--- config.mk ---
export PLATFORM = sky130hd
export DESIGN_NAME = inst_fetch_wb_master
export DESIGN_NICKNAME = d
export VERILOG_FILES = /design/src/rtl/inst_fetch_wb_master.sv
export SDC_FILE = /design/constraint.sdc
export NUM_CORES = 1
export LEC_CHECK = 0
export BUFFER_PORTS_ARGS = -buffer_cell sky130_fd_sc_hd__clkbuf_2
export CELL_PAD_IN_SITES_DETAIL_PLACEMENT = 0
export CELL_PAD_IN_SITES_GLOBAL_PLACEMENT = 2
export CORE_AREA = 2 2 114 116
export CTS_CLUSTER_DIAMETER = 100
export DETAILED_ROUTE_END_ITERATION = 10
export DIE_AREA = 0 0 116 118
export GPL_TIMING_DRIVEN = 0
export PLACE_DENSITY = 0.84
export SLEW_MARGIN = 10
export SYNTH_ARGS = -nofsm -noshare
export SYNTH_HDL_FRONTEND = slang
export SYNTH_SLANG_ARGS = --single-unit
--- constraint.sdc ---
create_clock -name clk -period 1.85 [get_ports clk]
set_input_delay 0.185 -clock clk [delete_from_list [all_inputs] [get_ports clk]]
set_output_delay 0.185 -clock clk [all_outputs]
set_load 0.02 [all_outputs]
--- src/rtl/inst_fetch_wb_master.sv ---
// inst_fetch_wb_master: Wishbone B3 classic single-read instruction fetch master
// with flush, stall hand-off and bus-timeout fallback to a NOP.
module inst_fetch_wb_master #(
    parameter int unsigned TIMEOUT  = 255,
    parameter logic [31:0] NOP_WORD = 32'h0000_0013
) (
    input  logic        clk,
    input  logic        rst,
    input  logic        cpu_ce_i,
    input  logic [31:0] cpu_addr_i,
    input  logic        stall_i,
    input  logic        flush_i,
    output logic [31:0] cpu_inst_o,
    output logic        stallreq_o,
    output logic [31:0] wb_adr_o,
    output logic        wb_cyc_o,
    output logic        wb_stb_o,
    output logic        wb_we_o,
    output logic [3:0]  wb_sel_o,
    input  logic [31:0] wb_dat_i,
    input  logic        wb_ack_i,
    input  logic        wb_err_i
);
    typedef enum logic [1:0] {IDLE, BUSY, WAIT_FOR_STALL} state_t;
    state_t      r_state, w_next;
    logic [31:0] r_adr, r_buf, w_swap, w_tdata, w_inst;
    logic [7:0]  r_cnt;
    logic        r_cyc, w_start, w_end, w_load, w_stallreq, w_term;
    assign w_swap  = {wb_dat_i[7:0], wb_dat_i[15:8], wb_dat_i[23:16], wb_dat_i[31:24]};
    // ack outranks err and timeout; both fallbacks deliver the NOP
    assign w_term  = wb_ack_i | wb_err_i | (r_cnt == 8'(TIMEOUT - 1));
    assign w_tdata = wb_ack_i ? w_swap : NOP_WORD;
    assign wb_adr_o   = r_adr;
    assign wb_cyc_o   = r_cyc;
    assign wb_stb_o   = r_cyc;
    assign wb_we_o    = 1'b0;
    assign wb_sel_o   = r_cyc ? 4'hF : 4'h0;
    assign cpu_inst_o = w_inst;
    assign stallreq_o = rst & w_stallreq;
    always_comb begin
        w_next     = r_state;
        w_stallreq = 1'b0;
        w_inst     = r_buf;
        w_start    = 1'b0;
        w_end      = 1'b0;
        w_load     = 1'b0;
        case (r_state)
            IDLE: begin
                w_stallreq = cpu_ce_i & ~flush_i;
                w_start    = cpu_ce_i & ~flush_i;
                w_next     = w_start ? BUSY : IDLE;
            end
            BUSY: begin
                if (flush_i) begin
                    w_inst = '0;
                    w_end  = 1'b1;
                    w_next = IDLE;
                end else if (w_term) begin
                    w_inst = w_tdata;
                    w_end  = 1'b1;
                    w_load = 1'b1;
                    w_next = stall_i ? WAIT_FOR_STALL : IDLE;
                end else begin
                    w_stallreq = 1'b1;
                end
            end
            WAIT_FOR_STALL: w_next = (!stall_i || flush_i) ? IDLE : WAIT_FOR_STALL;
            default: w_next = IDLE;
        endcase
    end
    always_ff @(posedge clk or negedge rst) begin
        if (!rst) begin
            r_state <= IDLE;
            r_adr   <= '0;
            r_cyc   <= 1'b0;
            r_buf   <= '0;
            r_cnt   <= '0;
        end else begin
            r_state <= w_next;
            if (w_start) begin
                r_adr <= cpu_addr_i & ~32'h3;
                r_cyc <= 1'b1;
                r_cnt <= '0;
            end else if (w_end) begin
                r_cyc <= 1'b0;
            end else if (r_cyc && r_cnt != 8'hFF) begin
                r_cnt <= r_cnt + 8'd1;
            end
            if (w_load) r_buf <= w_tdata;
        end
    end
endmodule

## Yosys cells after proc, flatten, opt, wreduce, memory -nomap -nowiden

Index checks and enable logic that the tools add are counted.

| storage, ports and cells | value |
|---|---|
| input port bits | 71 |
| logic and storage cells | 49 |
| flip-flop bits (word level) | 73 |

| cells by class | value |
|---|---|
| bitwise operators | 5 |
| add/subtract/negate cells | 1 |
| equality and inequality tests | 6 |
| reduce and logical (&&, ||, !) cells | 7 |
| multiplexer cells | 25 |

Operators with widths:

| kind | count |
|---|---|
| 2-to-1 mux 32 bit | 4 |
| 2-to-1 mux 8 bit | 3 |
| 2-to-1 mux 1 bit | 11 |
| adder 8 x 1 -> 8 bit (second input constant) | 1 |
| equality test 8 bit (second input constant) | 1 |
| 2-to-1 mux 2 bit | 4 |
| inequality test 8 bit (second input constant) | 1 |
| one-hot mux 2 bit (3 select lines) | 1 |
| 2-to-1 mux 4 bit | 1 |
| nonzero test 2 bit | 2 |
| inequality test 3 bit (second input constant) | 1 |
| AND 1 bit | 2 |
| equality test 2 x 1 -> 1 bit (second input constant) | 1 |
| equality test 2 bit (second input constant) | 1 |
| zero test 2 bit | 1 |
| inequality test 2 bit (second input constant) | 1 |
| OR 1 bit | 2 |
| one-hot mux 1 bit (2 select lines) | 1 |
| AND reduction 2 bit | 1 |
| logical AND 1 bit | 1 |
| zero test 1 bit | 1 |
| logical OR 1 bit | 1 |
| NOT 1 bit | 1 |

## Longest topological paths before layout

Gate-level depths: netlist of the first run.

| depth | value |
|---|---|
| depth in word-level cells | 7 |
| depth in mapped cells | 9 |
| mapped depth without buffers | 7 |

## Worst setup path after synthesis of the first run

OpenSTA, ideal clock, no wires.

| path | value |
|---|---|
| kind | register to output |
| from | reg r_cnt[0] |
| to | out cpu_inst_o[0] |
| path buffers | 2 |
| data arrival time | 1.581 ns |
| stages on the path, launching flop included | 9 |
| required time | 1.665 ns |
| path slack | 0.084 ns |
| path through | dfrtp_1 > inv_1 > ha_1 > nand4_1 > o21ai_2 > nand2_1 > buf_6 > buf_6 > o21ai_1 |

| between the ends | value |
|---|---|
| longest elaborated chain between the ends | 5 |

Ends and longest elaborated chain:

| item | RTL line | text |
|---|---|---|
| start: declaration | 27 | `logic [7:0] r_cnt;` |
| start signal: assignment | 87 | `r_cnt <= r_cnt + 8'd1;` |
| equality test 8 bit | 31 | `assign w_term = wb_ack_i \| wb_err_i \| (r_cnt == 8'(TIMEOUT - 1));` |
| OR 1 bit | 31 |  |
| 2-to-1 mux 32 bit | 58 | `end else if (w_term) begin` |
| 2-to-1 mux 32 bit | 54 | `if (flush_i) begin` |
| 2-to-1 mux 32 bit | 47 | `case (r_state)` |
| end: declaration | 13 | `output logic [31:0] cpu_inst_o,` |

Every way passes these cells.

## Worst setup path in the final report of the first run

| path | value |
|---|---|
| from | reg r_cnt[0] |
| to | out cpu_inst_o[29] |

The elaborated chain is that of the path after synthesis.

==> impl_metrics.toml, run 1 <==
[synth]
synth-simple-area-share_pct = 16.8
synth_ff_type = "dfrtp_1"
synth_xor_area_share_pct = 0
synth_edf_count = 0
ys_types = 37
syn_avg_cell_area_um2 = 10.4
syn_inst = 329
synth-seq-cells = 73
yosys_warnings = 0
async_flop_share_pct = 100
synthAdderAreaFrac_pct = 0.734
netlist_area_mm2 = 0.00341
synth_mux_area_share_pct = 0
synth_compound_area_share_pct = 20.8
synth_top_family_by_area = "compound AO/OA/AOI/OAI gates"
synth-seq-area-share_pct = 53.6

[global_routing]
overflow = 0
grt_pass1_vias = 3107
grt_first_pass_wirelength_um = 15300
antenna_found_initial = 0
grt_max_degree = 44
track_usage_pct = 13.9

[timing]
period_share_pct = 117
hold_ws_ps = 47.4
fmax_mhz = 463
fin_tns_setup_ps = -9860
final_hold_viol_count = 0
setup_violations = 43
final_max_slew_viol_count = 0
fin_skew_ps = 4.55
min_period_ps = 2160
rsz0062_at_grt = "true"
worst_slack_ps = -309

[final_layout]
nets = 567
post-route-util_pct = 39.9
antenna_cells = 0
fillCellCount = 1276
stdcell_count = 671
final_area_mm2 = 0.00496
synthToLayoutAreaGrowth_pct = 45.3
drive_gt1_share_pct = 41.9

[setup_path]
critical_path_class = "flop to primary output"
worstPathArrival_ps = 1970
slowest_delay_ps = 370
crit_fanout = 10
crit_chain = "inv_1 > ha_1 > nand4_1 > o21ai_2 > o21ai_2 > buf_6 > buf_8 > a22o_1 > buf_6"
cp-start-kind = "flop"
endpoint_kind = "primary output"
cp.required_ps = 1660
critPathSlowestCell = "dfrtp_1"

[clock_tree]
clock_latency_ps = 320
cts-root-buf = "clkbuf_16"
cts_tree = "done"
clock-sinks = 73
clk_pin_slew_ps = 60
cts_buffer_depth = 2
htree_num_levels = 3
numCtsBuffers = 9

[routing]
first_pass_iters = 4
via_per_inst = 4.50
drc = 0
ant_nets = 0
drtIter0Drc = 193
routed_wl_um = 9330
via_count = 3022
wl_per_cell_um = 13.9

[floorplan]
dieHeight_um = 118
dieWidth_um = 116
initial_core_util_pct = 27.5
core_area_mm2 = 0.0124
dieArea_mm2 = 0.0137
rows = 41
io_pins = 143

[placed_design]
port_buffers = 137
dp_cells = 641
dp_hpwl_um = 6660
gp_congestion = 0.815
place_ws_ps = -201
dpl_cell_area_mm2 = 0.00435

[power]
power.leakage_nw = 2.65
total_power_mw = 5.53
max-vdd-ir-drop_v = 0.000419
p_per_area_mw_per_mm2 = 1120

[min_path]
hold_path.class = "primary input to flop"

[run_status]
violations = "negative setup slack"
status = "complete, but fails checks"

[flow_run]
cap_violations = 0
## power breakdown
group | switching [mW] | internal (mW) | total (mW) | leakage [nW]
registers | 0.204 | 1.91 | 2.12 | 0.929
logic | 0.921 | 0.804 | 1.72 | 1.58
clock network | 0.644 | 1.04 | 1.69 | 0.139
total | 1.77 | 3.76 | 5.53 | 2.65
## Yosys cell counts (2+ instances only)
cell type / instances / area share, %
dfrtp_1: 73 / 54
nand3_1: 2 / 0.29
nand2_1: 103 / 11
buf_2: 7 / 1.0
clkbuf_1: 3 / 0.33
nor2b_1: 5 / 0.92
o21ai_0: 3 / 0.44
o21ai_1: 7 / 1.0
and2_1: 2 / 0.37
o31ai_1: 2 / 0.44
a21oi_1: 6 / 0.88
o21ai_2: 2 / 0.51
nor2_1: 6 / 0.66
inv_1: 2 / 0.22
buf_4: 8 / 1.8
nor3b_1: 2 / 0.44
buf_6: 14 / 4.6
and4_1: 2 / 0.51
a32o_1: 2 / 0.59
a22o_1: 59 / 15
nand4_1: 2 / 0.37
ha_1: 2 / 0.73
## critical path, delay by kind of cell (launching register included)
kind / cells / cell delay [ps]
DFF: 1 / 370
AOI/OAI and AO/OA: 3 / 540
buffers and inverters: 4 / 470
adders and majority gates: 1 / 140
and+or+nand+nor: 1 / 130
## layout by cell type, fill, tap and decap left out, types with 2 or more instances in the layout
master / count
a21oi_1: 5
a22o_1: 59
a32o_1: 2
and4_1: 2
buf_2: 6
buf_4: 22
buf_6: 30
clkbuf_1: 2
clkbuf_16: 9
clkbuf_2: 114
clkbuf_4: 3
clkbuf_8: 5
clkinv_2: 2
conb_1: 3
dfrtp_1: 73
ha_1: 2
inv_1: 2
nand2_1: 103
nand3_1: 2
nand4_1: 2
nor2_1: 5
nor2b_1: 5
nor3b_1: 2
o21ai_0: 3
o21ai_1: 5
o21ai_2: 4
## flip-flops by register name (all words and copies together), names as in the netlist
signal and cells:
r_buf 32, r_cnt 8, wb_adr_o 30, wb_cyc_o 1, r_state 2
## per-layer routing
layer | vias to the layer above | share of wire (%) | routed length, um | global-route usage, %
met3 | 9 | 5.5 | 514 | 3.86
met4 | 0 | 1.6 | 149 | 4.46
met5 | - | 0 | 0 | 0
li1 | 1481 | - | - | -
met2 | 90 | 49 | 4570 | 22.4
met1 | 1442 | 44 | 4100 | 18.1
## cells by family after synthesis
logic type | count (synthesis)
AND/OR/NAND/NOR | 132
AO/OA/AOI/OAI | 87
flip-flops | 73
buffers and inverters | 34
adder cells (fa/ha/maj) | 2
other | 1
## worst paths after layout
check	slack, ps	endpoint	startpoint	depth (start not counted)
setup / recovery	-310	cpu_inst_o[29]	r_cnt[0]	9
setup reg to reg	-140	r_buf[15]	r_cnt[0]	11
min in group asynchronous	410	r_buf[27]	rst	3
hold / removal	50	wb_adr_o[30]	cpu_addr_i[30]	3
max in group asynchronous	1200	r_buf[28]	rst	3
hold reg to reg	470	wb_adr_o[9]	wb_adr_o[9]	2
## what timing repair did
| action | 4_1_cts | 5_1_grt |
|---|---|---|
| pin swaps | 4 | 3 |
| hold buffers | 2 | 0 |
| hold endpoints to repair | 31 | 0 |
| setup buffers | 11 | 2 |
| endpoints found under the setup margin | 33 | 57 |
| resized for setup | 24 | 48 |
## area by class of cell
class | instances | area (um^2) | share of cell area (%)
multi-input cells | 224 | 1350 | 27.2
flip-flops and latches | 73 | 1830 | 36.9
clock buffers | 11 | 233 | 4.70
repair buffers | 153 | 983 | 19.8
clock inverters | 5 | 56.3 | 1.14
well taps | 172 | 215 | 4.34
plain buffers | 31 | 284 | 5.73
inverters | 2 | 7.51 | 0.151
Power figures use the tool's default switching activity.
==> run 2, diff against run 1 <==
--- a/config.mk
+++ b/config.mk
@@ -8,12 +8,12 @@
 export BUFFER_PORTS_ARGS = -buffer_cell sky130_fd_sc_hd__clkbuf_2
 export CELL_PAD_IN_SITES_DETAIL_PLACEMENT = 0
 export CELL_PAD_IN_SITES_GLOBAL_PLACEMENT = 2
-export CORE_AREA = 2 2 114 116
+export CORE_AREA = 2 2 110 112
 export CTS_CLUSTER_DIAMETER = 100
 export DETAILED_ROUTE_END_ITERATION = 10
-export DIE_AREA = 0 0 116 118
+export DIE_AREA = 0 0 112 114
 export GPL_TIMING_DRIVEN = 0
-export PLACE_DENSITY = 0.84
+export PLACE_DENSITY = 0.89
 export SLEW_MARGIN = 10
 export SYNTH_ARGS = -nofsm -noshare
 export SYNTH_HDL_FRONTEND = slang
==> constraint.sdc (replaced) <==
create_clock -name clk -period 2.5 [get_ports clk]
set_input_delay 0.25 -clock clk [delete_from_list [all_inputs] [get_ports clk]]
set_output_delay 0.25 -clock clk [all_outputs]
set_load 0.02 [all_outputs]
==> run 2 against run 1 <==
Against the previous run: the flow now finishes without violations; combinational power fell by 35%; critical path depth unchanged; sequential cell count is the same; global-route usage decreased by 0.069 points; total power down 24%; final area is 5.5% lower; via count shrank 2.2%; clock power shrank 11%; first-iteration DRC count up 11%; sequential power down 25%; final cell count decreased by 5.7%; critical path type unchanged; critical endpoint is now cpu_inst_o[30].
==> impl_metrics.toml, run 2 (synthesized netlist as in run 1, its figures left out) <==
[power]
max-vdd-ir-drop_v = 0.000303
power.leakage_nw = 2.55
p_per_area_mw_per_mm2 = 898
total_power_mw = 4.20

[setup_path]
critical_path_class = "flop to primary output"
worstPathArrival_ps = 2130
critPathBufInv = 4
crit_fanout = 10
endpoint_kind = "primary output"
worstRegToRegCells = 7
r2r_start = "r_cnt[0]"
startpoint = "r_cnt[0]"
reg2reg_to = "r_buf[12]"
r2r_slack_ps = 740
critPathSlowestCell = "dfrtp_1"
path_delay_family = "compound AO/OA/AOI/OAI gates"
cp-start-kind = "flop"
cp.required_ps = 2250
crit_chain = "inv_1 > ha_1 > nand4_1 > o21ai_2 > o21ai_2 > buf_6 > buf_6 > a22o_1 > clkbuf_2"
slowest_delay_ps = 430

[flow_run]
cap_violations = 0

[placed_design]
port_buffers = 137
gp_congestion = 0.807
dp_hpwl_um = 6400
dp_cells = 616
dpl_cell_area_mm2 = 0.00432

[final_layout]
final_area_mm2 = 0.00468
drive_gt1_share_pct = 39.1
layout_common_cells = "clkbuf_2 (137), nand2_1 (103), dfrtp_1 (73), a22o_1 (59), buf_6 (14)"
antenna_cells = 0
largest_reg_flops = 32
fillCellCount = 1195
layout_commonest_cell = "clkbuf_2"
area.sequential_mm2 = 0.00183
top_register = "r_buf"
stdcell_count = 633
nets = 554
multi_input_area_mm2 = 0.00132
synthToLayoutAreaGrowth_pct = 37.3

[floorplan]
initial_core_util_pct = 29.1
core_area_mm2 = 0.0117
rows = 40
dieArea_mm2 = 0.0128
io_pins = 143
dieHeight_um = 114
dieWidth_um = 112

[clock_tree]
numCtsBuffers = 9
cts-root-buf = "clkbuf_16"
cts_tree = "done"
clock_latency_ps = 340
htree_num_levels = 3
clk_pin_slew_ps = 60
cts_buffer_depth = 2
clock-sinks = 73

[global_routing]
grt_max_degree = 51
grt_pass1_vias = 2836
track_usage_pct = 13.9
overflow = 0
grt_first_pass_wirelength_um = 14300
antenna_found_initial = 0

[routing]
wl_per_cell_um = 13.8
dr_wl_met3_um = 470
first_pass_iters = 4
via_count = 2956
drc = 0
ant_nets = 0
drtIter0Drc = 215
wl_met1_um = 4000
routed.top_layer = "met4"
wl_met2_um = 4120
via_per_inst = 4.67
routed_wl_um = 8720

[timing]
final_max_slew_viol_count = 0
fmax_mhz = 420
rsz0062_at_grt = "false"
fin_skew_ps = 6.72
period_share_pct = 95.2
min_period_ps = 2380
fin_tns_setup_ps = 0
final_hold_viol_count = 0
setup_violations = 0

[min_path]
hold_path.class = "primary input to flop"
hold_depth = 3
min_to = "wb_adr_o[25]"
min-delay-start = "cpu_addr_i[25]"

[run_status]
status = "finished, final reports clean"
==> run 2: changes by cell type in the layout (fill, tap and decap cells not counted), moves of 2 or more <==
| cell | change |
|---|---|
| bufinv_16 | +2 |
| clkbuf_8 | -4 |
| clkinv_2 | -2 |
| clkbuf_4 | -2 |
| clkbuf_2 | +23 |
| buf_6 | -16 |
| o21ai_1 | +2 |
| o21ai_2 | -2 |
| buf_4 | -14 |
==> run 2: through the flow <==
stage	hold slack (ps)	worst slack, ps	utilization (%)
after global placement	444	56.0	36.6
after global routing	102	1.74	40.0
after CTS	98.6	100	40.0
after detailed placement	227	355	36.9
after floorplan	-45.6	669	-
final	110	120	40.0
==> run 2: cell type report <==
cell class                 instances  share of cell area (%)
buffer                            32                    5.67
clock buffer                      10                    5.10
clock inverter                     6                    2.43
inverter                           2                   0.160
multi-input combinational        224                    28.2
sequential                        73                    39.0
tap                              147                    3.93
timing repair buffer             139                    15.5
==> run 2: worst reg2reg max path: stages (launching register included) <==
cell and delay [ps]:
dfrtp_1 430, inv_1 80, ha_1 160, nand4_1 120, o21ai_2 250, nand2_1 120, clkbuf_1 250, a22o_1 250
==> run 2: how the worst max path moves through the flow <==
| stage | to | slack, ps | cells after the start |
|---|---|---|---|
| after floorplan | cpu_inst_o[0] | 670 | 8 |
| after global placement | stallreq_o | 60 | 3 |
| after detailed placement | cpu_inst_o[10] | 350 | 8 |
| after CTS | cpu_inst_o[30] | 100 | 9 |
| after global routing | cpu_inst_o[29] | 2 | 9 |
| final | cpu_inst_o[30] | 120 | 9 |
==> run 2: what timing repair did <==
action,in CTS,in global routing
hold buffers,1,0
buffers inserted,0,0
endpoints found under the hold margin,24,0
setup endpoints to repair,6,0
gates resized for setup,1,0
==> run 2: routing by layer <==
| metal | global-route usage [%] | vias to the layer above |
|---|---|---|
| li1 | - | 1455 |
| met1 | 18.8 | 1407 |
| met2 | 21.7 | 83 |
| met3 | 3.61 | 11 |
| met4 | 4.96 | 0 |
| met5 | 0 | - |
==> run 2: power breakdown <==
part / switching [mW] / leakage (nW) / internal (mW)
registers: 0.167 / 0.929 / 1.42
clock network: 0.508 / 0.165 / 1.01
logic: 0.637 / 1.46 / 0.470
